### src/rtl/accel_cmd_regs.sv
// Avalon-MM command/status register block for a start/done style accelerator.
// Holds argument and return registers, a run-cycle counter and an optional watchdog timeout.
module accel_cmd_regs #(
    parameter int DATA_W   = 32,
    parameter int NUM_ARGS = 4,
    parameter int NUM_RETS = 2,
    parameter int ADDR_W   = 16,
    parameter int TIMEOUT  = 0
) (
    input  logic                         clk,
    input  logic                         reset,
    input  logic [ADDR_W-1:0]            avalon_slave_address,
    input  logic                         avalon_slave_chipselect,
    input  logic                         avalon_slave_write,
    input  logic                         avalon_slave_read,
    input  logic [DATA_W-1:0]            avalon_slave_writedata,
    output logic [DATA_W-1:0]            avalon_slave_readdata,
    output logic                         accel_start,
    output logic                         accel_abort,
    output logic [NUM_ARGS*DATA_W-1:0]   accel_args,
    input  logic                         accel_done,
    input  logic [NUM_RETS*DATA_W-1:0]   accel_rets,
    output logic                         irq
);

    // state  | meaning
    // S_IDLE | no job; arguments writable
    // S_RUN  | job in flight; CYCLES counting, arguments frozen
    // S_DONE | job finished or timed out; results held
    typedef enum logic [1:0] {S_IDLE, S_RUN, S_DONE} state_t;

    localparam logic [ADDR_W-1:0] A_CMD    = '0;
    localparam logic [ADDR_W-1:0] A_STATUS = ADDR_W'(1);
    localparam logic [ADDR_W-1:0] A_CYCLES = ADDR_W'(2);
    localparam int                ARG_BASE = 3;
    localparam int                RET_BASE = 3 + NUM_ARGS;
    localparam bit                TO_EN    = (TIMEOUT > 0);
    localparam logic [DATA_W-1:0] TO_LAST  = TO_EN ? DATA_W'(TIMEOUT - 1) : '0;

    state_t state, state_nxt;

    logic [DATA_W-1:0] arg_q [NUM_ARGS];
    logic [DATA_W-1:0] ret_q [NUM_RETS];
    logic [DATA_W-1:0] cycles_q;
    logic [DATA_W-1:0] rd_mux;
    logic              done_q, timeout_q, start_q, abort_q;

    logic rd_en, wr_en, cmd_wr, status_wr, cmd_go, cmd_abort, expire;
    logic busy, start_evt, abort_evt, capture, set_done, set_timeout;

    // A simultaneous read and write is treated as a read only.
    assign rd_en     = avalon_slave_chipselect & avalon_slave_read;
    assign wr_en     = avalon_slave_chipselect & avalon_slave_write & ~avalon_slave_read;
    assign cmd_wr    = wr_en && (avalon_slave_address == A_CMD);
    assign status_wr = wr_en && (avalon_slave_address == A_STATUS);
    assign cmd_abort = cmd_wr & avalon_slave_writedata[1];
    assign cmd_go    = cmd_wr & avalon_slave_writedata[0] & ~avalon_slave_writedata[1];
    assign expire    = TO_EN && (cycles_q == TO_LAST);

    always_ff @(posedge clk) begin
        if (reset) state <= S_IDLE;
        else       state <= state_nxt;
    end

    always_comb begin
        state_nxt = state;
        case (state)
            S_IDLE, S_DONE: if (cmd_go) state_nxt = S_RUN;
            S_RUN: begin
                if (accel_done)     state_nxt = S_DONE;
                else if (cmd_abort) state_nxt = S_IDLE;
                else if (expire)    state_nxt = S_DONE;
            end
            default: state_nxt = S_IDLE;
        endcase
    end

    // Completion beats a host abort, which beats the watchdog.
    always_comb begin
        busy        = (state == S_RUN);
        start_evt   = !busy && cmd_go;
        capture     = busy && accel_done;
        abort_evt   = busy && !accel_done && (cmd_abort || expire);
        set_timeout = busy && !accel_done && !cmd_abort && expire;
        set_done    = capture || set_timeout;
    end

    always_comb begin
        rd_mux = '0;
        if (avalon_slave_address == A_STATUS)
            rd_mux = DATA_W'({timeout_q, done_q, busy});
        else if (avalon_slave_address == A_CYCLES)
            rd_mux = cycles_q;
        for (int i = 0; i < NUM_ARGS; i++)
            if (avalon_slave_address == ADDR_W'(ARG_BASE + i)) rd_mux = arg_q[i];
        for (int i = 0; i < NUM_RETS; i++)
            if (avalon_slave_address == ADDR_W'(RET_BASE + i)) rd_mux = ret_q[i];
    end

    always_ff @(posedge clk) begin
        if (reset) begin
            start_q               <= 1'b0;
            abort_q               <= 1'b0;
            cycles_q              <= '0;
            done_q                <= 1'b0;
            timeout_q             <= 1'b0;
            avalon_slave_readdata <= '0;
            for (int i = 0; i < NUM_ARGS; i++) arg_q[i] <= '0;
            for (int i = 0; i < NUM_RETS; i++) ret_q[i] <= '0;
        end else begin
            start_q <= start_evt;
            abort_q <= abort_evt;

            if (start_evt)
                cycles_q <= '0;
            else if (busy && (cycles_q != '1))
                cycles_q <= cycles_q + 1'b1;

            // A done event outranks a same-cycle W1C clear.
            if (start_evt) begin
                done_q    <= 1'b0;
                timeout_q <= 1'b0;
            end else if (set_done) begin
                done_q    <= 1'b1;
                timeout_q <= set_timeout;
            end else if (status_wr && avalon_slave_writedata[1]) begin
                done_q    <= 1'b0;
                timeout_q <= 1'b0;
            end

            if (capture)
                for (int i = 0; i < NUM_RETS; i++) ret_q[i] <= accel_rets[i*DATA_W +: DATA_W];

            for (int i = 0; i < NUM_ARGS; i++)
                if (wr_en && !busy && (avalon_slave_address == ADDR_W'(ARG_BASE + i)))
                    arg_q[i] <= avalon_slave_writedata;

            if (rd_en) avalon_slave_readdata <= rd_mux;
        end
    end

    for (genvar g = 0; g < NUM_ARGS; g++) begin : g_args
        assign accel_args[g*DATA_W +: DATA_W] = arg_q[g];
    end

    assign accel_start = start_q;
    assign accel_abort = abort_q;
    assign irq         = done_q;

endmodule

### config.mk
export PLATFORM = sky130hd
export DESIGN_NAME = accel_cmd_regs
export DESIGN_NICKNAME = d
export VERILOG_FILES = /design/src/rtl/accel_cmd_regs.sv
export SDC_FILE = /design/constraint.sdc
export NUM_CORES = 1
export LEC_CHECK = 0
export ABC_AREA = 1
export CORE_MARGIN = 2
export CORE_UTILIZATION = 40
export CTS_BUF_LIST = sky130_fd_sc_hd__clkbuf_4
export DETAILED_ROUTE_END_ITERATION = 12
export DONT_BUFFER_PORTS = 1
export HOLD_SLACK_MARGIN = 0.02
export PLACE_DENSITY = 0.64
export SYNTH_ARGS = -nofsm -noshare
export SYNTH_HDL_FRONTEND = slang
export SYNTH_SLANG_ARGS = --single-unit
### constraint.sdc
create_clock -name clk -period 7.3 [get_ports clk]
set_clock_uncertainty 0.05 [all_clocks]
set_input_delay 0.73 -clock clk [delete_from_list [all_inputs] [get_ports clk]]
set_output_delay 0.73 -clock clk [all_outputs]
set_load 0.03 [all_outputs]
Yosys cells after proc, flatten, opt, wreduce, memory -nomap -nowiden --
Memories as Yosys holds them, arrays and structs flattened. Cells that the tools add are included.
Storage, ports and cells: bits in registers 69, bits in latches 0, bits in writable memories 192, bits in read-only memories 0, bits of input ports 118, output and inout bits 163, logic and storage cells 94, memories 2
Memories:
- arg_q | words 4, bits a word 32, read ports 4, clocked after Yosys merged registers in 0, write ports 4, line 42 | logic [DATA_W-1:0] arg_q [NUM_ARGS];
- ret_q | words 2, bits a word 32, read ports 2, clocked after Yosys merged registers in 0, write ports 2, line 43 | logic [DATA_W-1:0] ret_q [NUM_RETS];
Cells by class: add/subtract/negate cells 1, multiply operators 0, div/mod/pow operators 0, magnitude comparators 0, equality and inequality tests 13, shift operators 0, mux-type cells 37, bitwise gates (word level) 14, reduce and logical (&&, ||, !) cells 21
Operator list (number):
- 2-to-1 mux 32 bit | 14
- == test 16 x 3 -> 1 bit (second input constant) | 4
- adder 32 x 1 -> 32 bit (second input constant) | 1
- == test 16 x 2 -> 1 bit (second input constant) | 2
- inequality test 32 bit (second input constant) | 1
- 2-to-1 mux 1 bit | 19
- == test 16 x 1 -> 1 bit (second input constant) | 1
- == test 16 x 4 -> 1 bit (second input constant) | 1
- zero test 16 bit | 1
- logical AND 1 bit | 13
- bitwise AND 1 bit | 6
- 2-to-1 mux 2 bit | 3
- OR 1 bit | 6
- case mux 2 bit (2 select lines) | 1
- OR reduction 2 bit | 2
- inequality test 3 bit (second input constant) | 1
- == test 2 x 1 -> 1 bit (second input constant) | 1
- == test 2 bit (second input constant) | 1
- zero test 1 bit | 2
- zero test 2 bit | 1
- inequality test 2 bit (second input constant) | 1
- NOT 1 bit | 2
- AND reduction 2 bit | 1
- nonzero test 2 bit | 1

Longest topological paths before layout --
Gate-level depths: netlist of the first run.
depth in word-level cells 9, gate-level depth with buffers 13, gate-level depth less buffers 12

Worst setup path after synthesis of the first run --
Ideal clock, no wire load.
path kind in2reg, from input port accel_done, to memory ret_q[0][0], enable pin, library setup time 575 ps, data arrival time 5276 ps, data required time 6675 ps, path slack 1399 ps, stages 2, buffers on the path 0, cell sequence inv_1 o21ai_0
RTL lines:
- from (decl) | line 21 | input logic accel_done,
- to (decl) | line 43

==> impl_metrics.yaml, run 1 <==
power_and_ir_drop:
  p_leak_nw: 5.33
  finalPower_mw: 3.18
  p_per_area_mw_per_mm2: 240
  vdd_drop_max_uv: 116
cts:
  tritoncts: "yes"
  clk_path_buf_depth: 3
  clkLatencyLatePin_ps: 670
  clk_pin_slew_worst_paths_ps: 70
  postCtsHoldBufs: 0
  root_buffer: "clkbuf_4"
  ctsResizeCount: 0
  cts_max_level: 3
  cts.sink_count: 261
  cts_setup_buffers: 0
  numCtsBuffers: 71
finish:
  final_cell_mix: "359 x nand2_1, 302 x nor2_1, 192 x edfxtp_1"
  area_delta_synth_final_pct: 10.6
  nNetsFinal: 1529
  multi_input_area_mm2: 0.00399
  fillers: 2955
  final-seq-area_mm2: 0.00715
  drive_above_1_share: 0.105
  final_area_mm2: 0.0133
  stdcell_count: 1855
  final_common_cell: "nand2_1"
synthesis:
  synth_area_mm2: 0.0120
  synth.avg_cell_area_um2: 8.66
  ys_seq_area_frac: 0.595
  synth_compound_area_frac: 0.0306
  synth_top_area_frac: 0.480
  synth_nets: 1506
  synthArstFlopShare: 0
  yosys-mux-area-fraction: 0
  synth_cells: 1387
  yosysTopAreaCell: "edfxtp_1"
  synth_area_leaders: "edfxtp_1 48%, dfxtp_1 12%, nand2_1 11%"
  synth-edff-count: 192
  synth_warnings: 0
  synth_xor_area_frac: 0.0160
  synth-seq-cells: 261
  synthSimpleGateAreaFrac: 0.281
  yosys.cell_types.count: 35
  synth_ff_type: "edfxtp_1"
  yosys.area_share.adder: 0.00104
  synth_top_family_by_area: "simple AND/OR/NAND/NOR gates"
critical_path:
  path_class: "input port to register"
  crit_required_ps: 7510
  reg2reg_to: "cycles_q[28]$_SDFFE_PP0P_"
  rrSetupSlack_ps: 4530
  worstSetupStartpoint: "avalon_slave_address[9]"
  endpoint_kind: "register"
  slowest_delay_ps: 1080
  arrival_ps: 3140
  crit_path_top_delay_cell: "o21ai_4"
  startpoint_type: "input port"
  cp.buffers_inverters: 0
  crit_fanout: 34
  crit_family: "simple AND/OR/NAND/NOR gates"
  worstReg2RegStart: "state[0]$_SDFFE_PP0P_"
  path_cells: "nor2_1 > nand2_1 > nor2_2 > nand4_4 > o21ai_4"
  r2r_cells: 9
sta:
  tightest_slew_ps: 1200
  min_period_over_period: 0.402
  timing.final.crit_period_ps: 2940
  final_hold_viol_count: 0
  worst_slack_ps: 4360
  drv_slew: 0
  rsz0062_at_grt: "false"
  finalSetupViolCount: 0
  finalSetupTns_ps: 0
  relSlewSlack: 0.199
  max_freq_mhz: 341
hold_path:
  min_path_cells: 1
  hold_class: "input port to register"
  hp-start: "reset"
  min_to: "state[0]$_SDFFE_PP0P_"
placed_design:
  gp_congestion: 0.926
  placed_area_mm2: 0.0123
  dpl.hpwl_um: 26200
  place_inst: 1727
  place_ws_ps: 3700
  io_buffers: 0
flow_run:
  maxCapViolCount: 0
die:
  initial_core_util: 0.405
  rows: 63
  die-area_mm2: 0.0314
  die_w_um: 177
  die_y_um: 177
  core_area_mm2: 0.0296
  ioPinCount: 281
global_routing:
  grt_first_pass_wirelength_um: 53600
  grt-ovfl-total: 0
  grt_pass1_vias: 9062
  antenna_found_initial: 1
  grt_max_degree: 66
  grt_util_all_layers: 0.228
detailed_routing:
  vias: 9601
  wl_um: 36500
  first_iter_violations: 840
  via_per_inst: 5.18
  drtAntennaViolNets: 0
  drc: 0
  wl_per_cell_um: 19.7
  firstDrtPassIters: 7
run_status:
  status: "finished, final reports clean"
[worst reg2reg max path, delay by kind of cell (launching register included)]
family | cells | cell delay, ps
AO/OA/AOI/OAI | 1 | 830
buffers and inverters | 3 | 640
flip-flops | 1 | 310
AND/OR/NAND/NOR | 5 | 780
[cells by family (layout without fill, tap and decap cells)]
group / Yosys count / in the layout
AOI/OAI and AO/OA: 70 / 70
xor gates and xnor gates: 22 / 22
buffers and inverters: 223 / 300
other: 0 / 1
and+or+nand+nor: 810 / 810
DFF: 261 / 261
adders and majority gates: 1 / 1
[registers in the layout, summed over array words and instances (netlist names)]
| name | count |
|---|---|
| state | 2 |
| irq | 1 |
| avalon_slave_readdata | 32 |
| arg_q | 128 |
| ret_q | 64 |
| accel_start | 1 |
| cycles_q | 32 |
| accel_abort | 1 |
[synthesized netlist by cell type (4+ instances only)]
cell,number
xnor2_1,6
nor3_1,22
buf_2,25
o21ai_0,7
buf_6,4
nand4_1,41
xor2_1,16
dfxtp_1,69
nor3b_1,4
nor2_1,303
nor2_2,6
clkbuf_1,23
buf_1,4
edfxtp_1,192
nand2_1,360
inv_1,158
nand3_1,55
buf_4,6
a21oi_1,59
[cell type report]
class	instances	share of cell area
sequential	261	0.538
multi-input combinational	903	0.300
clock buffer	106	0.0599
inverter	161	0.0455
tap	390	0.0367
clock inverter	21	0.0123
timing repair buffer	12	0.00678
antenna	1	0.000188
[stage by stage]
step	util	hold WS [ps]
floorplan	-	394
finish	0.448	80.4
CTS	0.448	30.1
detailed placement	0.416	426
global placement	0.416	403
global route	0.448	26.7
[how the worst max path moves through the flow]
stage                                      end  slack [ps]  cells after the start
finish              arg_q[2][30]$_SDFFCE_PN0P_        4360                      5
global route        arg_q[2][30]$_SDFFCE_PN0P_        4130                      5
CTS                 arg_q[2][30]$_SDFFCE_PN0P_        4410                      5
detailed placement  arg_q[2][14]$_SDFFCE_PN0P_        3700                      5
global placement    arg_q[2][13]$_SDFFCE_PN0P_        3770                      5
floorplan            ret_q[0][0]$_SDFFCE_PN0P_        1400                      2
[layer usage]
metal | wire [um] | track usage | vias to the layer above
met3 | 4010 | 0.0773 | 81
met2 | 16800 | 0.353 | 503
met5 | 0 | 0 | -
met1 | 14500 | 0.295 | 4484
li1 | - | - | 4533
met4 | 1230 | 0.0926 | 0
[power breakdown]
part           internal (mW)  switching [mW]  total, mW  leakage [nW]
registers               1.62          0.0753       1.70          2.55
clock network          0.772           0.641       1.41         0.567
logic                 0.0103          0.0622     0.0725          2.21
(Power assumes the default switching activity.)
==> run 2, diff against run 1 <==
PLACE_DENSITY = 0.66   (was 0.64)
clock period = 2.45 ns   (was 7.3 ns; I/O delays follow)
==> run 2 against run 1 <==
Against the previous run: first-iteration DRC count grew 0.60%; sequential power grew to 3.0 times the previous value; final cell count is 7.5% higher; sequential share of layout area decreased by 5.2 points; global-route usage grew 1.7 points; routed wire length grew 7.7%; clock power rose to 3.0 times the previous value; utilization increased by 4.8 points; critical path depth is 5 higher; critical path type unchanged; largest cell class unchanged; highest routed layer unchanged.
==> impl_metrics.yaml, run 2 (synthesized netlist as in run 1, its figures left out) <==
sta:
  timing.final.crit_period_ps: 2380
  rsz0062_at_grt: "false"
  finalSetupTns_ps: 0
  min_period_over_period: 0.972
  drv_slew: 0
  finalSetupViolCount: 0
  max_freq_mhz: 420
  tightest_slew_ps: 701
  final_hold_viol_count: 0
  relSlewSlack: 0.533
cts:
  cts_setup_buffers: 0
  root_buffer: "clkbuf_4"
  cts_max_level: 3
  numCtsBuffers: 70
  cts.sink_count: 261
  clkLatencyLatePin_ps: 670
  clk_pin_slew_worst_paths_ps: 70
  clk_path_buf_depth: 3
  tritoncts: "yes"
critical_path:
  endpoint_kind: "register"
  startpoint_type: "input port"
  arrival_ps: 2860
  crit_path_top_delay_cell: "dlygate4sd3_1"
  path_cells: "dlygate4sd3_1 > inv_1 > nand2_1 > dlygate4sd3_1 > nor2_1 > dlygate4sd3_1 > nand2_1 > nand2_4 > buf_12 > nor3b_1"
  crit_fanout: 17
  crit_required_ps: 2930
  cp_common_cell: "dlygate4sd3_1"
  cp.buffers_inverters: 5
  slowest_delay_ps: 610
  path_class: "input port to register"
  crit_family: "buffers and inverters"
global_routing:
  antenna_found_initial: 3
  grt_max_degree: 66
  grt-ovfl-total: 0
  grt_pass1_vias: 10100
  grt_util_all_layers: 0.246
  grt_first_pass_wirelength_um: 58000
die:
  die_w_um: 177
  core_area_mm2: 0.0296
  die-area_mm2: 0.0314
  die_y_um: 177
  initial_core_util: 0.405
  rows: 63
  ioPinCount: 281
detailed_routing:
  firstDrtPassIters: 6
  first_iter_violations: 845
  wl_um: 39300
  vias: 10300
  drc: 0
  via_per_inst: 5.16
  drtAntennaViolNets: 0
  wl_per_cell_um: 19.7
finish:
  stdcell_count: 1994
  drive_above_1_share: 0.111
  top_register: "arg_q"
  nNetsFinal: 1663
  area_delta_synth_final_pct: 22.4
  largest_register_ffs: 128
  final_cell_mix: "359 x nand2_1, 302 x nor2_1, 192 x edfxtp_1"
  largestRegisters: "arg_q (128), ret_q (64)"
  final_common_cell: "nand2_1"
flow_run:
  maxCapViolCount: 0
power_and_ir_drop:
  p_per_area_mw_per_mm2: 661
  p_comb_frac: 0.042
  power.internal_mw: 7.35
  clockPowerShare: 0.438
  vdd_drop_max_uv: 364
  pwr-share-seq: 0.521
  p_sw_mw: 2.36
  swShare: 0.243
  p_leak_nw: 5.94
run_status:
  status: "finished, final reports clean"
placed_design:
  dpl.hpwl_um: 26900
  io_buffers: 0
  place_inst: 1750
  gp_congestion: 0.934
hold_path:
  hold_class: "input port to register"
run 2: worst register-to-register path: stages (launching register included):
cell and delay [ps]:
dfxtp_1 400, ha_1 240, nand3_1 100, nor2_2 140, nand3_1 130, nor2_2 170
nand2_1 90, nand2_2 300, buf_4 270, nand2_1 70, a21oi_1 150
run 2: per-stage QoR:
stage               hold slack [ps]  setup WS (ps)  total power, mW  cell area [um2]   util
floorplan                       359           30.7             5.26            12000      -
global placement                272            350             5.39            12600  0.424
detailed placement              272            277             5.39            12600  0.424
CTS                            55.0           55.4             9.76            14700  0.495
global route                    114           33.5             10.0            14700  0.496
finish                          114           69.1             9.71            14700  0.496
run 2: cell type report:
type,instances,area (um2)
antenna,3,7.51
clock buffer,102,766
clock inverter,27,220
fill,2749,14900
inverter,161,604
multi-input combinational,903,4000
sequential,261,7150
tap,390,488
timing repair buffer,147,1470
run 2: final timing paths:
| check | startpoint | endpoint | slack (ps) | cells after the start |
|---|---|---|---|---|
| worst max-delay path | avalon_slave_writedata[1] | cycles_q[28]$_SDFFE_PP0P_ | 70 | 10 |
| worst min-delay path | avalon_slave_read | avalon_slave_readdata[29]$_SDFFE_PP0P_ | 110 | 5 |
| worst max register to register | cycles_q[0]$_SDFFE_PP0P_ | cycles_q[26]$_SDFFE_PP0P_ | 240 | 10 |
| worst min register to register | state[1]$_SDFFE_PP0P_ | state[1]$_SDFFE_PP0P_ | 420 | 2 |
run 2: metal layers:
| layer | routed length [um] | share of wire | global-route usage | up-vias |
|---|---|---|---|---|
| li1 | - | - | - | 4808 |
| met1 | 15200 | 0.39 | 0.297 | 4840 |
| met2 | 18200 | 0.46 | 0.392 | 510 |
| met3 | 3970 | 0.10 | 0.0844 | 130 |
| met4 | 1930 | 0.049 | 0.122 | 0 |
| met5 | 0 | 0 | 0 | - |
run 2: timing repair:
| item | CTS | global route |
|---|---|---|
| hold buffers | 112 | 0 |
| hold endpoints to repair | 229 | 0 |
| gates resized for setup | 0 | 2 |
| endpoints found under the setup margin | 0 | 19 |
run 2: power by group through the flow:
stage	logic, mW	clock network (mW)	registers, mW
floorplan	0.151	0	5.11
global placement	0.240	0	5.15
detailed placement	0.243	0	5.15
CTS	0.394	4.32	5.05
global route	0.428	4.55	5.06
finish	0.405	4.25	5.05
==> run 3, diff against run 2 <==
CAP_MARGIN = 25   (was unset)
==> results of run 3 <==
Same layout as run 2: the final DEF is identical, and so are final timing and power.
